**config.mk**
```make
export PLATFORM = sky130hd
export DESIGN_NAME = joypad_scanner
export DESIGN_NICKNAME = d
export VERILOG_FILES = /design/src/rtl/joypad_pkg.sv /design/src/rtl/joypad_shift_emu.sv /design/src/rtl/joypad_scanner.sv
export SDC_FILE = /design/constraint.sdc
export NUM_CORES = 1
export LEC_CHECK = 0
export ABC_AREA = 1
export BUFFER_PORTS_ARGS = -buffer_cell sky130_fd_sc_hd__buf_2
export CORE_UTILIZATION = 50
export CTS_CLUSTER_DIAMETER = 200
export DETAILED_ROUTE_END_ITERATION = 8
export PLACE_DENSITY_LB_ADDON = 0.1
export SYNTH_ARGS = -nofsm -noshare
export SYNTH_HDL_FRONTEND = slang
export SYNTH_SLANG_ARGS = --single-unit
```
**constraint.sdc**
```tcl
create_clock -name clock -period 2.3 [get_ports clock]
set_input_delay 0.115 -clock clock [delete_from_list [all_inputs] [get_ports clock]]
set_output_delay 0.115 -clock clock [all_outputs]
set_load 0.1 [all_outputs]
```
**src/rtl/joypad_pkg.sv**
```systemverilog
// rtl/joypad_pkg.sv - shared constants and types for the joypad scanner
//
// Purpose: scan FSM state encoding, button bit positions within the
//          buttons vector, and the default timing parameters.
// Ports:   none (package).
package joypad_pkg;

  typedef enum logic [2:0] {
    IDLE,
    LATCH,
    CLK_LO,
    CLK_HI,
    DONE
  } scan_state_t;

  // Bit positions in the active-high buttons vector (4021 shift order).
  localparam int BTN_A      = 0;
  localparam int BTN_B      = 1;
  localparam int BTN_SELECT = 2;
  localparam int BTN_START  = 3;
  localparam int BTN_UP     = 4;
  localparam int BTN_DOWN   = 5;
  localparam int BTN_LEFT   = 6;
  localparam int BTN_RIGHT  = 7;

  localparam int DEFAULT_CLK_DIV     = 96;
  localparam int DEFAULT_SCAN_PERIOD = 357000;

endpackage

```
**src/rtl/joypad_shift_emu.sv**
```systemverilog
// rtl/joypad_shift_emu.sv - 4021-style parallel-load shift register facing the NES core
//
// Purpose: presents the committed button state to the core as the original
//          controller would: parallel load while strobe is high, shift right
//          on each falling edge of the core's controller clock, ones fill in.
// Ports:
//   clock, reset  system clock, synchronous active-high reset
//   buttons       active-high button state to load
//   nes_strobe    load enable from the core (load wins over shift)
//   nes_clock     shift clock from the core (same clock domain)
//   nes_data      active-high serial bit to the core (emu[0])
module joypad_shift_emu (
  input  logic       clock,
  input  logic       reset,
  input  logic [7:0] buttons,
  input  logic       nes_strobe,
  input  logic       nes_clock,
  output logic       nes_data
);

  logic [7:0] emu;
  logic       clock_prev;

  always_ff @(posedge clock) begin
    if (reset) begin
      emu        <= 8'h00;
      clock_prev <= 1'b0;
    end else begin
      clock_prev <= nes_clock;
      if (nes_strobe) begin
        emu <= buttons;
      end else if (clock_prev && !nes_clock) begin
        emu <= {1'b1, emu[7:1]};
      end
    end
  end

  assign nes_data = emu[0];

endmodule

```
**src/rtl/joypad_scanner.sv**
```systemverilog
// rtl/joypad_scanner.sv - periodic NES controller scanner with 4021 emulation toward the core
//
// Purpose: periodically latches and clocks out a physical NES pad, commits
//          the active-high button state, and re-serialises it to the core.
//          Optional macro JOYPAD_DEBOUNCE_EN: commit only when two
//          consecutive scans agree.
// Ports:
//   clock, reset   system clock, synchronous active-high reset
//   pad_data       async serial data from the pad, low = pressed
//   pad_latch      latch pulse to the pad
//   pad_clock      shift clock to the pad, idles high
//   buttons        committed active-high button state
//   buttons_valid  one-cycle pulse when buttons is updated
//   nes_strobe     controller strobe from the core
//   nes_clock      controller clock from the core
//   nes_data       serial button bit to the core
module joypad_scanner
  import joypad_pkg::*;
#(
  parameter int CLK_DIV     = DEFAULT_CLK_DIV,
  parameter int SCAN_PERIOD = DEFAULT_SCAN_PERIOD
) (
  input  logic       clock,
  input  logic       reset,
  input  logic       pad_data,
  output logic       pad_latch,
  output logic       pad_clock,
  output logic [7:0] buttons,
  output logic       buttons_valid,
  input  logic       nes_strobe,
  input  logic       nes_clock,
  output logic       nes_data
);

  localparam int DIV_W = $clog2(2 * CLK_DIV + 1);
  localparam int PER_W = $clog2(SCAN_PERIOD + 1);
  localparam logic [DIV_W-1:0] LATCH_LAST = DIV_W'(2 * CLK_DIV - 1);
  localparam logic [DIV_W-1:0] PHASE_LAST = DIV_W'(CLK_DIV - 1);
  localparam logic [PER_W-1:0] PER_LAST   = PER_W'(SCAN_PERIOD - 1);

  scan_state_t      state, state_nx;
  logic [DIV_W-1:0] div_cnt;
  logic [PER_W-1:0] per_cnt;
  logic [2:0]       bit_idx;
  logic [1:0]       sync;
  logic [7:0]       shift;
  // Set by reset so the first scan starts right away instead of waiting a period.
  logic             kick;
  logic             phase_end;
  logic             commit;
`ifdef JOYPAD_DEBOUNCE_EN
  logic [7:0]       prev_shift;
`endif

  always_comb begin
    state_nx  = state;
    phase_end = (div_cnt == PHASE_LAST);
    case (state)
      IDLE:    if (kick || per_cnt == PER_LAST) state_nx = LATCH;
      LATCH:   if (div_cnt == LATCH_LAST) state_nx = CLK_LO;
      CLK_LO:  if (phase_end) state_nx = CLK_HI;
      CLK_HI:  if (phase_end) state_nx = (bit_idx == 3'd7) ? DONE : CLK_LO;
      DONE:    state_nx = IDLE;
      default: state_nx = IDLE;
    endcase
  end

  // Commit on the edge into DONE so buttons and buttons_valid appear together
  // during the DONE cycle; shift[7] was captured a half-period earlier.
`ifdef JOYPAD_DEBOUNCE_EN
  assign commit = (state == CLK_HI) && (state_nx == DONE) && (shift == prev_shift);
`else
  assign commit = (state == CLK_HI) && (state_nx == DONE);
`endif

  always_ff @(posedge clock) begin
    if (reset) begin
      state         <= IDLE;
      div_cnt       <= '0;
      per_cnt       <= '0;
      bit_idx       <= 3'd0;
      sync          <= 2'b00;
      shift         <= 8'h00;
      kick          <= 1'b1;
      buttons       <= 8'h00;
      buttons_valid <= 1'b0;
      pad_latch     <= 1'b0;
      pad_clock     <= 1'b1;
`ifdef JOYPAD_DEBOUNCE_EN
      prev_shift    <= 8'h00;
`endif
    end else begin
      state <= state_nx;
      sync  <= {sync[0], pad_data};
      // Pad pins are registered from the next state so they are glitch-free
      // yet still coincide with the state they belong to.
      pad_latch <= (state_nx == LATCH);
      pad_clock <= (state_nx != CLK_LO);

      if (state == IDLE || state_nx != state) div_cnt <= '0;
      else                                    div_cnt <= div_cnt + 1'b1;

      if (state == IDLE && state_nx == LATCH) begin
        kick    <= 1'b0;
        per_cnt <= '0;
      end else if (per_cnt == PER_LAST) begin
        per_cnt <= '0;
      end else begin
        per_cnt <= per_cnt + 1'b1;
      end

      if (state == LATCH)                 bit_idx <= 3'd0;
      else if (state == CLK_HI && phase_end) bit_idx <= bit_idx + 1'b1;

      if (state == CLK_LO && phase_end) shift[bit_idx] <= sync[1];

      buttons_valid <= commit;
      if (commit) buttons <= ~shift;
`ifdef JOYPAD_DEBOUNCE_EN
      if (state == CLK_HI && state_nx == DONE) prev_shift <= shift;
`endif
    end
  end

  joypad_shift_emu u_emu (
    .clock      (clock),
    .reset      (reset),
    .buttons    (buttons),
    .nes_strobe (nes_strobe),
    .nes_clock  (nes_clock),
    .nes_data   (nes_data)
  );

endmodule

```
==> results of run 1 <==
==> power by group through the flow <==
stage          clock (mW)  sequential, mW  combinational (mW)
4_1_cts             0.806            1.14               0.138
3_3_place_gp            0            1.17               0.133
3_5_place_dp            0            1.17               0.136
6_report            0.788            1.14               0.136
5_1_grt             0.863            1.15               0.152
2_1_floorplan           0            1.18              0.0908
==> layout by cell type (no fill, tap or decap), types with 13 or more instances in the layout <==
| master | count |
|---|---|
| buf_2 | 16 |
| inv_1 | 59 |
| nor3_1 | 17 |
| a211oi_1 | 14 |
| nand2_2 | 14 |
| dfxtp_1 | 64 |
| nor2_1 | 43 |
| nand2_1 | 49 |
| nand3_1 | 13 |
| a21oi_1 | 25 |
| o21ai_0 | 22 |
==> critical path: stages, from the launching register on <==
cell and delay (ps):
dfxtp_1 410, ha_1 240, nand2_1 100, nor2_2 130
nand3_2 130, nand2_2 110, nand2_4 80, nand2_2 100
nand2_2 60, nand3_4 130, nor2_2 50
==> layout make-up <==
cell class / count / area [um^2] / area share (%)
clock buffers: 13 / 149 / 4.59
clock inverters: 1 / 5.00 / 0.154
multi-input cells: 249 / 1380 / 42.4
repair buffers: 20 / 113 / 3.47
well taps: 72 / 90.1 / 2.78
flip-flops and latches: 64 / 1280 / 39.5
inverters: 61 / 230 / 7.10
==> cell families (layout without fill, tap and decap cells) <==
kind of cell	Yosys count	after routing	share of synthesized area, %
AO/OA/AOI/OAI	61	61	11.6
XOR/XNOR	12	12	3.59
adder cells (fa/ha/maj)	4	4	1.71
buffers and inverters	70	95	9.31
flip-flops	64	64	43.7
AND/OR/NAND/NOR	172	172	30.1
==> sequential cells by signal, summed over array words and instances, names as in the netlist <==
| signal | count |
|---|---|
| shift | 8 |
| kick | 1 |
| per_cnt | 19 |
| div_cnt | 8 |
| pad_latch | 1 |
| u_emu.clock_prev | 1 |
| buttons_valid | 1 |
| state | 3 |
| u_emu.emu | 8 |
| pad_clock | 1 |
| buttons | 8 |
| sync | 2 |
| bit_idx | 3 |
==> repair_timing <==
action,in CTS,in global routing
hold endpoints to repair,1,0
hold buffers,1,0
gates resized for setup,0,0
buffers inserted,0,0
==> metal layers <==
metal,vias to the layer above,GRT usage [%],share of wire (%)
li1,1262,-,-
met1,1068,21.7,48
met2,28,32.6,46
met3,8,5.47,3.6
met4,0,8.15,1.6
met5,-,0,0
==> worst max-delay path by stage <==
stage,startpoint,end,depth (start not counted)
final,per_cnt[0],div_cnt[2],10
after global routing,per_cnt[0],per_cnt[16],10
after CTS,per_cnt[0],div_cnt[2],10
after detailed placement,per_cnt[0],div_cnt[2],10
after global placement,div_cnt[0],div_cnt[0],8
after floorplan,div_cnt[0],div_cnt[0],11
==> flow_summary_export.csv, run 1 <==
group,metric,value,unit
outcome,status,"complete, no violations",
timing,fin_ws,647,ps
place,dp.cells,465,
power_and_ir_drop,ir_worst_vdd,332,uV
setup_path,cp.arrival,1880,ps
cells_and_area,post-route-util,58.2,%
setup_path,reg2reg_depth,10,
power_and_ir_drop,power_frac_comb,6.6,%
power_and_ir_drop,clkPwrFrac,38.1,%
setup_path,cp-start-kind,"flop",
die,start_util,52.6,%
setup_path,ff2ff_setup_slack,650,ps
clocking,clk_path_buf_depth,2,
power_and_ir_drop,p_int,1.58,mW
synthesis,synth_area,2930,um^2
synthesis,synth_area_leaders,"dfxtp_1 44%, inv_1 7.6%, nand2_1 6.3%",
timing,maxSlewViolCount,0,
timing,setup_tns,0,ps
place,place.gp.congestion,0.775,
timing,skew,7.43,ps
min_path,hold_depth,3,
detailed_routing,post-route-drc-count,0,
synthesis,syn_avg_cell_area,7.65,um^2
setup_path,endpoint_kind,"flop",
clocking,cts_tree,"done",
synthesis,synth.most_common_cell,"dfxtp_1",
power_and_ir_drop,power_per_cell_area,637,nW/um^2
synthesis,yosys.area.top_type,"dfxtp_1",
power_and_ir_drop,power,2.07,mW
detailed_routing,wl_per_cell,11.0,um
detailed_routing,dr_total_vias,2366,
power_and_ir_drop,power_switching,493,uW
timing,fmax,605,MHz
die,die_area,6170,um^2
grt,overflow,0,
grt,grt_pass1_wl,9100,um
clocking,clk_pin_slew,60,ps
synthesis,seq_area_frac_synth,43.7,%
clocking,clock_latency,340,ps
synthesis,synth-seq-cells,64,
synthesis,synth_common_cells,"64 x dfxtp_1, 59 x inv_1, 49 x nand2_1, 43 x nor2_1, 25 x a21oi_1",
timing,min_period_over_period,71.8,%
timing,period_needed,1650,ps
timing,setup_violations,0,
place,dp_hpwl,3890,um
die,rows,27,
clocking,ctsHtreeMaxLevel,3,
timing,hold_viol,0,
power_and_ir_drop,swShare,23.8,%
place,numPortBuffers,16,
detailed_routing,totalWireLength,5270,um
setup_path,reg2reg_from,"per_cnt[0]",
timing,rsz0062_at_grt,"no",
die,core,5570,um^2
detailed_routing,dr.pass1.iters,4,
die,die_w,78.6,um
min_path,worstHoldEndpoint,"u_emu.clock_prev",
grt,grt_usage,19.0,%
synthesis,synth_edf_count,0,
setup_path,critical_path_class,"reg -> reg",
min_path,hold_class,"in -> reg",
power_and_ir_drop,p_leak,1.19,nW
detailed_routing,drt_iter0_drc,82,
synthesis,synth_ff_type,"dfxtp_1",
detailed_routing,ant_nets,0,
cells_and_area,fin_nets,414,
synthesis,netlist_instances,383,
clocking,cts.sinks,64,
cells_and_area,fillers,521,
grt,grt_start_max_net_pins,20,
power_and_ir_drop,pwr-share-seq,55.3,%
job,maxCapViolCount,0,
min_path,min_from,"nes_clock",
cells_and_area,stdcell_count,480,
synthesis,post-synth-top-area-fraction,43.7,%
cells_and_area,area_growth,10.7,%
setup_path,r2r-end,"div_cnt[2]",
place,place_area,3080,um^2
synthesis,async_reset_ff_share,0,%
synthesis,yosysWarnings,0,
setup_path,cp_data_required_time,2530,ps
timing,worst_pin_slew,585,ps
detailed_routing,viasPerCell,4.93,
die,io_pins,17,
setup_path,cp_max_fo,8,
die,die_h,78.6,um
synthesis,synth_cell_types,30,
grt,grt_antenna_before_repair,0,
place,place_ws,641,ps
cells_and_area,diodes,0,
cells_and_area,drive_gt1_share,17.9,%
clocking,cts_root_buf,"clkbuf_8",
timing,relSlewSlack,60.7,%
cells_and_area,fin_area,3240,um^2
clocking,numCtsBuffers,9,
grt,grt_pass1_vias,2198,
synthesis,syn_nets,392,
timing,hold_ws,15.1,ps
No activity file was read; power rests on OpenSTA's default activity.
==> inputs of run 2 (changes only) <==
==> constraint.sdc (replaced) <==
create_clock -name clock -period 1.35 [get_ports clock]
set_input_delay 0.0675 -clock clock [delete_from_list [all_inputs] [get_ports clock]]
set_output_delay 0.0675 -clock clock [all_outputs]
set_load 0.1 [all_outputs]
==> run 2 against run 1 <==
  * The flow now finishes with violations (negative setup slack)
  * Combinational power is 120% higher
  * Clock power is 130% higher
  * Hold slack better by 70 ps
  * Clock-buffer cell count stayed put
  * Critical path depth is 1 higher
  * Cell area is 25% higher
  * Register-to-register slack worse by 820 ps
  * Cell count is 13% higher
  * Sequential power is 71% higher
  * Total power is 95% higher
  * Global-route usage is 4.1 points higher
  * Critical path type unchanged
  * Critical endpoint is now div_cnt[0]
  * Highest routed layer unchanged
==> flow_summary_export.csv, run 2 (synthesis gave the netlist of run 1 again) <==
group,metric,value,unit
power_and_ir_drop,pwr-share-seq,48.3,%
power_and_ir_drop,power_per_cell_area,993,nW/um^2
detailed_routing,drt-met1-wl,2840,um
cells_and_area,stdcell_count,543,
power_and_ir_drop,p_leak,1.65,nW
timing,relSlewSlack,67.2,%
place,dp_hpwl,4340,um
detailed_routing,wl_met2,3450,um
grt,grt_pass1_vias,2501,
detailed_routing,dr_total_vias,2696,
die,rows,27,
outcome,status,"finished with violations",
setup_path,cp.arrival,1800,ps
die,io_pins,17,
detailed_routing,post-route-drc-count,0,
timing,period_needed,1520,ps
timing,maxSlewViolCount,0,
detailed_routing,met3_length,215,um
timing,skew,4.68,ps
grt,grt_antenna_before_repair,0,
clocking,ctsHtreeMaxLevel,3,
min_path,hold_class,"in -> reg",
grt,grt_usage,23.0,%
power_and_ir_drop,p_int,3.12,mW
detailed_routing,dr.pass1.iters,4,
clocking,clock_latency,340,ps
setup_path,cp_data_required_time,1620,ps
die,die_w,78.6,um
cells_and_area,diodes,0,
clocking,clk_pin_slew,70,ps
cells_and_area,fin_nets,475,
die,core,5570,um^2
timing,hold_viol,0,
power_and_ir_drop,power_switching,915,uW
cells_and_area,final_common_cell,"buf_4",
job,maxCapViolCount,0,
die,start_util,52.6,%
detailed_routing,drt_iter0_drc,147,
place,dp.cells,509,
power_and_ir_drop,power_frac_comb,7.3,%
setup_path,cp_max_fo,8,
cells_and_area,post-route-util,72.9,%
cells_and_area,drive_gt1_share,40.6,%
grt,overflow,0,
clocking,clk_path_buf_depth,2,
timing,worst_pin_slew,495,ps
clocking,cts.sinks,64,
timing,fmax,656,MHz
timing,setup_violations,49,
cells_and_area,final_cell_mix,"58 x buf_4, 55 x inv_1, 50 x dfxtp_1",
detailed_routing,ant_nets,0,
outcome,violations,"negative setup slack",
place,place.gp.congestion,0.802,
timing,fin_ws,-175,ps
timing,rsz0062_at_grt,"yes",
die,die_area,6170,um^2
power_and_ir_drop,clkPwrFrac,44.4,%
detailed_routing,wl_per_cell,12.3,um
clocking,numCtsBuffers,9,
cells_and_area,largest_reg_flops,19,
grt,grt_pass1_wl,10900,um
power_and_ir_drop,swShare,22.7,%
detailed_routing,viasPerCell,4.97,
power_and_ir_drop,ir_worst_vdd,719,uV
cells_and_area,fillers,451,
place,place_ws,-173,ps
detailed_routing,totalWireLength,6700,um
place,numPortBuffers,16,
detailed_routing,top_layer,"met4",
clocking,cts_root_buf,"clkbuf_8",
timing,min_period_over_period,113,%
grt,grt_start_max_net_pins,20,
power_and_ir_drop,power,4.04,mW
cells_and_area,top_register,"per_cnt",
clocking,cts_tree,"done",
setup_path,cp-start-kind,"flop",
setup_path,critical_path_class,"reg -> reg",
setup_path,endpoint_kind,"flop",
die,die_h,78.6,um
cells_and_area,area_growth,38.7,%
## run 2: changes by cell type in the layout (fill, tap and decap cells not counted), moves of 5 or more
cell and delta:
dfxtp_1 -14, buf_4 +55, o21ai_0 -13, buf_6 +5
a21oi_1 -10, nor3_1 -6, o21ai_1 +6, dfxtp_2 +14
nor3_2 +5, a21oi_2 +10, o21ai_2 +7, nand2_4 +7
## run 2: worst paths after layout
path                            startpoint    endpoint  slack, ps  cells past startpoint
worst min register to register     sync[0]     sync[1]        420                      2
worst min-delay path                 reset        kick         90                      3
worst max register to register  div_cnt[1]  div_cnt[0]       -170                     11
worst max-delay path            div_cnt[1]  div_cnt[0]       -170                     11
## run 2: timing repair
item,CTS,global route
gates resized for setup,37,39
pin swaps,13,16
endpoints found under the hold margin,2,0
cloned,0,0
setup buffers,9,7
endpoints found under the setup margin,43,49
hold buffers,2,0
## run 2: final cells by class
| class | instances | area (um^2) | share of cell area, % |
|---|---|---|---|
| clock buffers | 13 | 149 | 3.66 |
| clock inverters | 3 | 65.1 | 1.60 |
| inverters | 61 | 235 | 5.79 |
| multi-input cells | 249 | 1640 | 40.2 |
| flip-flops and latches | 64 | 1300 | 31.9 |
| well taps | 72 | 90.1 | 2.22 |
| repair buffers | 81 | 592 | 14.6 |
## run 2: metrics by stage
step	hold WS [ps]	TNS, ps	instance area, um^2
final	85.0	-4170	4070
after global routing	122	-8920	4070
after CTS	74.9	-2580	3880
after detailed placement	295	-3360	3460
after global placement	270	-1950	3460
after floorplan	146	-605	2980
## run 2: worst max-delay path: stages (launching register included)
cell and delay, ps:
dfxtp_2 360, ha_4 150, nand2_4 50, nor2_4 150, nand2_2 80, nand2_2 80
nand2_2 70, nor2_4 120, nand2_2 80, nand2_2 70, nand3_4 140, nor2_2 110
## run 2: metal layers
metal,track usage (%),vias up
li1,-,1395
met1,25.7,1242
met2,40.2,42
met3,4.42,17
met4,13.9,0
met5,0,-
## run 2: power groups by stage
stage / sequential (mW) / combinational, mW / clock, mW
floorplan: 2.02 / 0.157 / 0
global placement: 1.99 / 0.262 / 0
detailed placement: 1.99 / 0.268 / 0
CTS: 1.95 / 0.291 / 1.83
global route: 1.95 / 0.325 / 1.92
finish: 1.95 / 0.297 / 1.79
==> inputs of run 3 (changes only) <==
--- a/config.mk
+++ b/config.mk
@@ -8,6 +8,7 @@
 export ABC_AREA = 1
 export BUFFER_PORTS_ARGS = -buffer_cell sky130_fd_sc_hd__buf_2
 export CORE_UTILIZATION = 50
+export CTS_BUF_LIST = sky130_fd_sc_hd__clkbuf_8
 export CTS_CLUSTER_DIAMETER = 200
 export DETAILED_ROUTE_END_ITERATION = 8
 export PLACE_DENSITY_LB_ADDON = 0.1
==> run 3 against run 2 <==
  * The flow still finishes with violations (negative setup slack)
  * Global-route usage unchanged
  * Via count increased by 0.22%
  * Fmax increased by 0.18%
  * Highest routed layer unchanged
  * Sequential share of layout area unchanged
  * Non-clock buffer count unchanged
  * Cell count unchanged
  * Die area unchanged
  * Combinational power about the same
==> flow_summary_export.csv, run 3 (synthesis gave the netlist of run 1 again) <==
group,metric,value,unit
cells_and_area,stdcell_count,543,
die,die_w,78.6,um
timing,setup_tns,-4080,ps
setup_path,slowest_stage,"dfxtp_2",
timing,setup_violations,48,
power_and_ir_drop,power_switching,914,uW
timing,hold_viol,0,
setup_path,cp_num_cells,8,
setup_path,critical_path_class,"reg -> reg",
clocking,clk_pin_slew,70,ps
power_and_ir_drop,swShare,22.8,%
setup_path,endpoint,"shift[4]",
timing,skew,4.69,ps
grt,overflow,0,
detailed_routing,dr.pass1.iters,4,
setup_path,ff2ff_setup_slack,-170,ps
detailed_routing,ant_nets,0,
power_and_ir_drop,p_int,3.10,mW
setup_path,r2r-end,"shift[4]",
grt,grt_start_max_net_pins,20,
power_and_ir_drop,power_frac_comb,7.4,%
place,dp.cells,509,
timing,fin_ws,-172,ps
timing,hold_ws,85.7,ps
die,die_h,78.6,um
setup_path,cp_common_cell,"nand2_4",
min_path,hold_depth,3,
place,place.gp.congestion,0.802,
setup_path,endpoint_kind,"flop",
setup_path,slowest_delay,360,ps
clocking,cts.sinks,64,
detailed_routing,wl_per_cell,12.3,um
cells_and_area,fin_nets,475,
power_and_ir_drop,power_per_cell_area,987,nW/um^2
timing,maxSlewViolCount,0,
cells_and_area,largest_reg_flops,19,
clocking,clk_path_buf_depth,2,
clocking,cts_tree,"done",
clocking,numCtsBuffers,9,
power_and_ir_drop,power,4.01,mW
timing,min_period_over_period,113,%
cells_and_area,final_cell_mix,"58 x inv_1, 58 x buf_4, 50 x dfxtp_1",
timing,period_needed,1520,ps
detailed_routing,dr_total_vias,2702,
min_path,hold_class,"in -> reg",
outcome,violations,"negative setup slack",
cells_and_area,area_growth,38.7,%
grt,grt_usage,23.0,%
timing,relSlewSlack,67.2,%
job,maxCapViolCount,0,
detailed_routing,viasPerCell,4.98,
detailed_routing,totalWireLength,6680,um
outcome,status,"finished with violations",
power_and_ir_drop,pwr-share-seq,48.5,%
power_and_ir_drop,clkPwrFrac,44.1,%
cells_and_area,drive_gt1_share,40.6,%
place,numPortBuffers,16,
place,dp_hpwl,4340,um
power_and_ir_drop,ir_worst_vdd,718,uV
die,core,5570,um^2
grt,grt_antenna_before_repair,0,
detailed_routing,post-route-drc-count,0,
die,io_pins,17,
setup_path,crit_buf_inv,1,
die,start_util,52.6,%
timing,fmax,657,MHz
setup_path,cp-start-kind,"flop",
setup_path,worstPathCellList,"ha_4 -> nand2_4 -> nor2_4 -> nand3b_1 -> inv_2 -> nand2_4 -> nor3_1 -> nor2_1",
die,rows,27,
die,die_area,6170,um^2
cells_and_area,post-route-util,72.9,%
setup_path,cp_max_fo,8,
cells_and_area,top_register,"per_cnt",
detailed_routing,drt_iter0_drc,139,
setup_path,reg2reg_from,"div_cnt[1]",
setup_path,crit_start,"div_cnt[1]",
setup_path,reg2reg_depth,8,
place,place_ws,-173,ps
grt,grt_pass1_wl,10900,um
place,place_area,3460,um^2
setup_path,cp_data_required_time,1570,ps
cells_and_area,diodes,0,
cells_and_area,fin_area,4070,um^2
setup_path,path_delay_family,"simple AND/OR/NAND/NOR gates",
timing,worst_pin_slew,495,ps
clocking,ctsHtreeMaxLevel,3,
power_and_ir_drop,p_leak,1.66,nW
clocking,cts_root_buf,"clkbuf_8",
grt,grt_pass1_vias,2499,
clocking,clock_latency,340,ps
timing,rsz0062_at_grt,"yes",
setup_path,cp.arrival,1740,ps
==> run 3: layout make-up <==
type	count	area, um^2
Inverter	61	235
Clock buffer	10	138
Sequential cell	64	1300
Timing Repair Buffer	81	592
Fill cell	451	1510
Tap cell	72	90.1
Multi-Input combinational cell	249	1640
Clock inverter	6	76.3
==> run 3: power by group through the flow <==
stage / logic, mW / clock network, mW / registers (mW)
floorplan: 0.157 / 0 / 2.02
global placement: 0.262 / 0 / 1.99
detailed placement: 0.268 / 0 / 1.99
CTS: 0.291 / 1.81 / 1.95
global route: 0.325 / 1.90 / 1.95
finish: 0.297 / 1.77 / 1.95
==> run 3: worst register-to-register path, cell delays in order (launching register included) <==
cell and delay [ps]:
dfxtp_2 360, ha_4 150, nand2_4 50, nor2_4 150, nand3b_1 160, inv_2 130
nand2_4 100, nor3_1 220, nor2_1 90
==> run 3: timing repair <==
| action | 4_1_cts | 5_1_grt |
|---|---|---|
| buffers inserted | 9 | 7 |
| hold endpoints to repair | 2 | 0 |
| hold buffers | 2 | 0 |
| resized for setup | 37 | 39 |
| pin swaps | 13 | 16 |
| endpoints found under the setup margin | 43 | 49 |
==> run 3: worst min path at each step <==
stage                         from           end  slack, ps
after global routing         reset          kick        120
after floorplan              reset  u_emu.emu[1]        150
after detailed placement  pad_data       sync[0]        290
after global placement    pad_data       sync[0]        270
final                        reset          kick         90
after CTS                    reset          kick         70
==> run 3: layer usage <==
metal	routed length, um	track usage [%]	vias up	share of wire, %
met5	0	0	-	0
met4	182	13.9	0	2.7
met3	222	4.42	18	3.3
met2	3450	40.2	45	52
met1	2830	25.7	1243	42
li1	-	-	1396	-
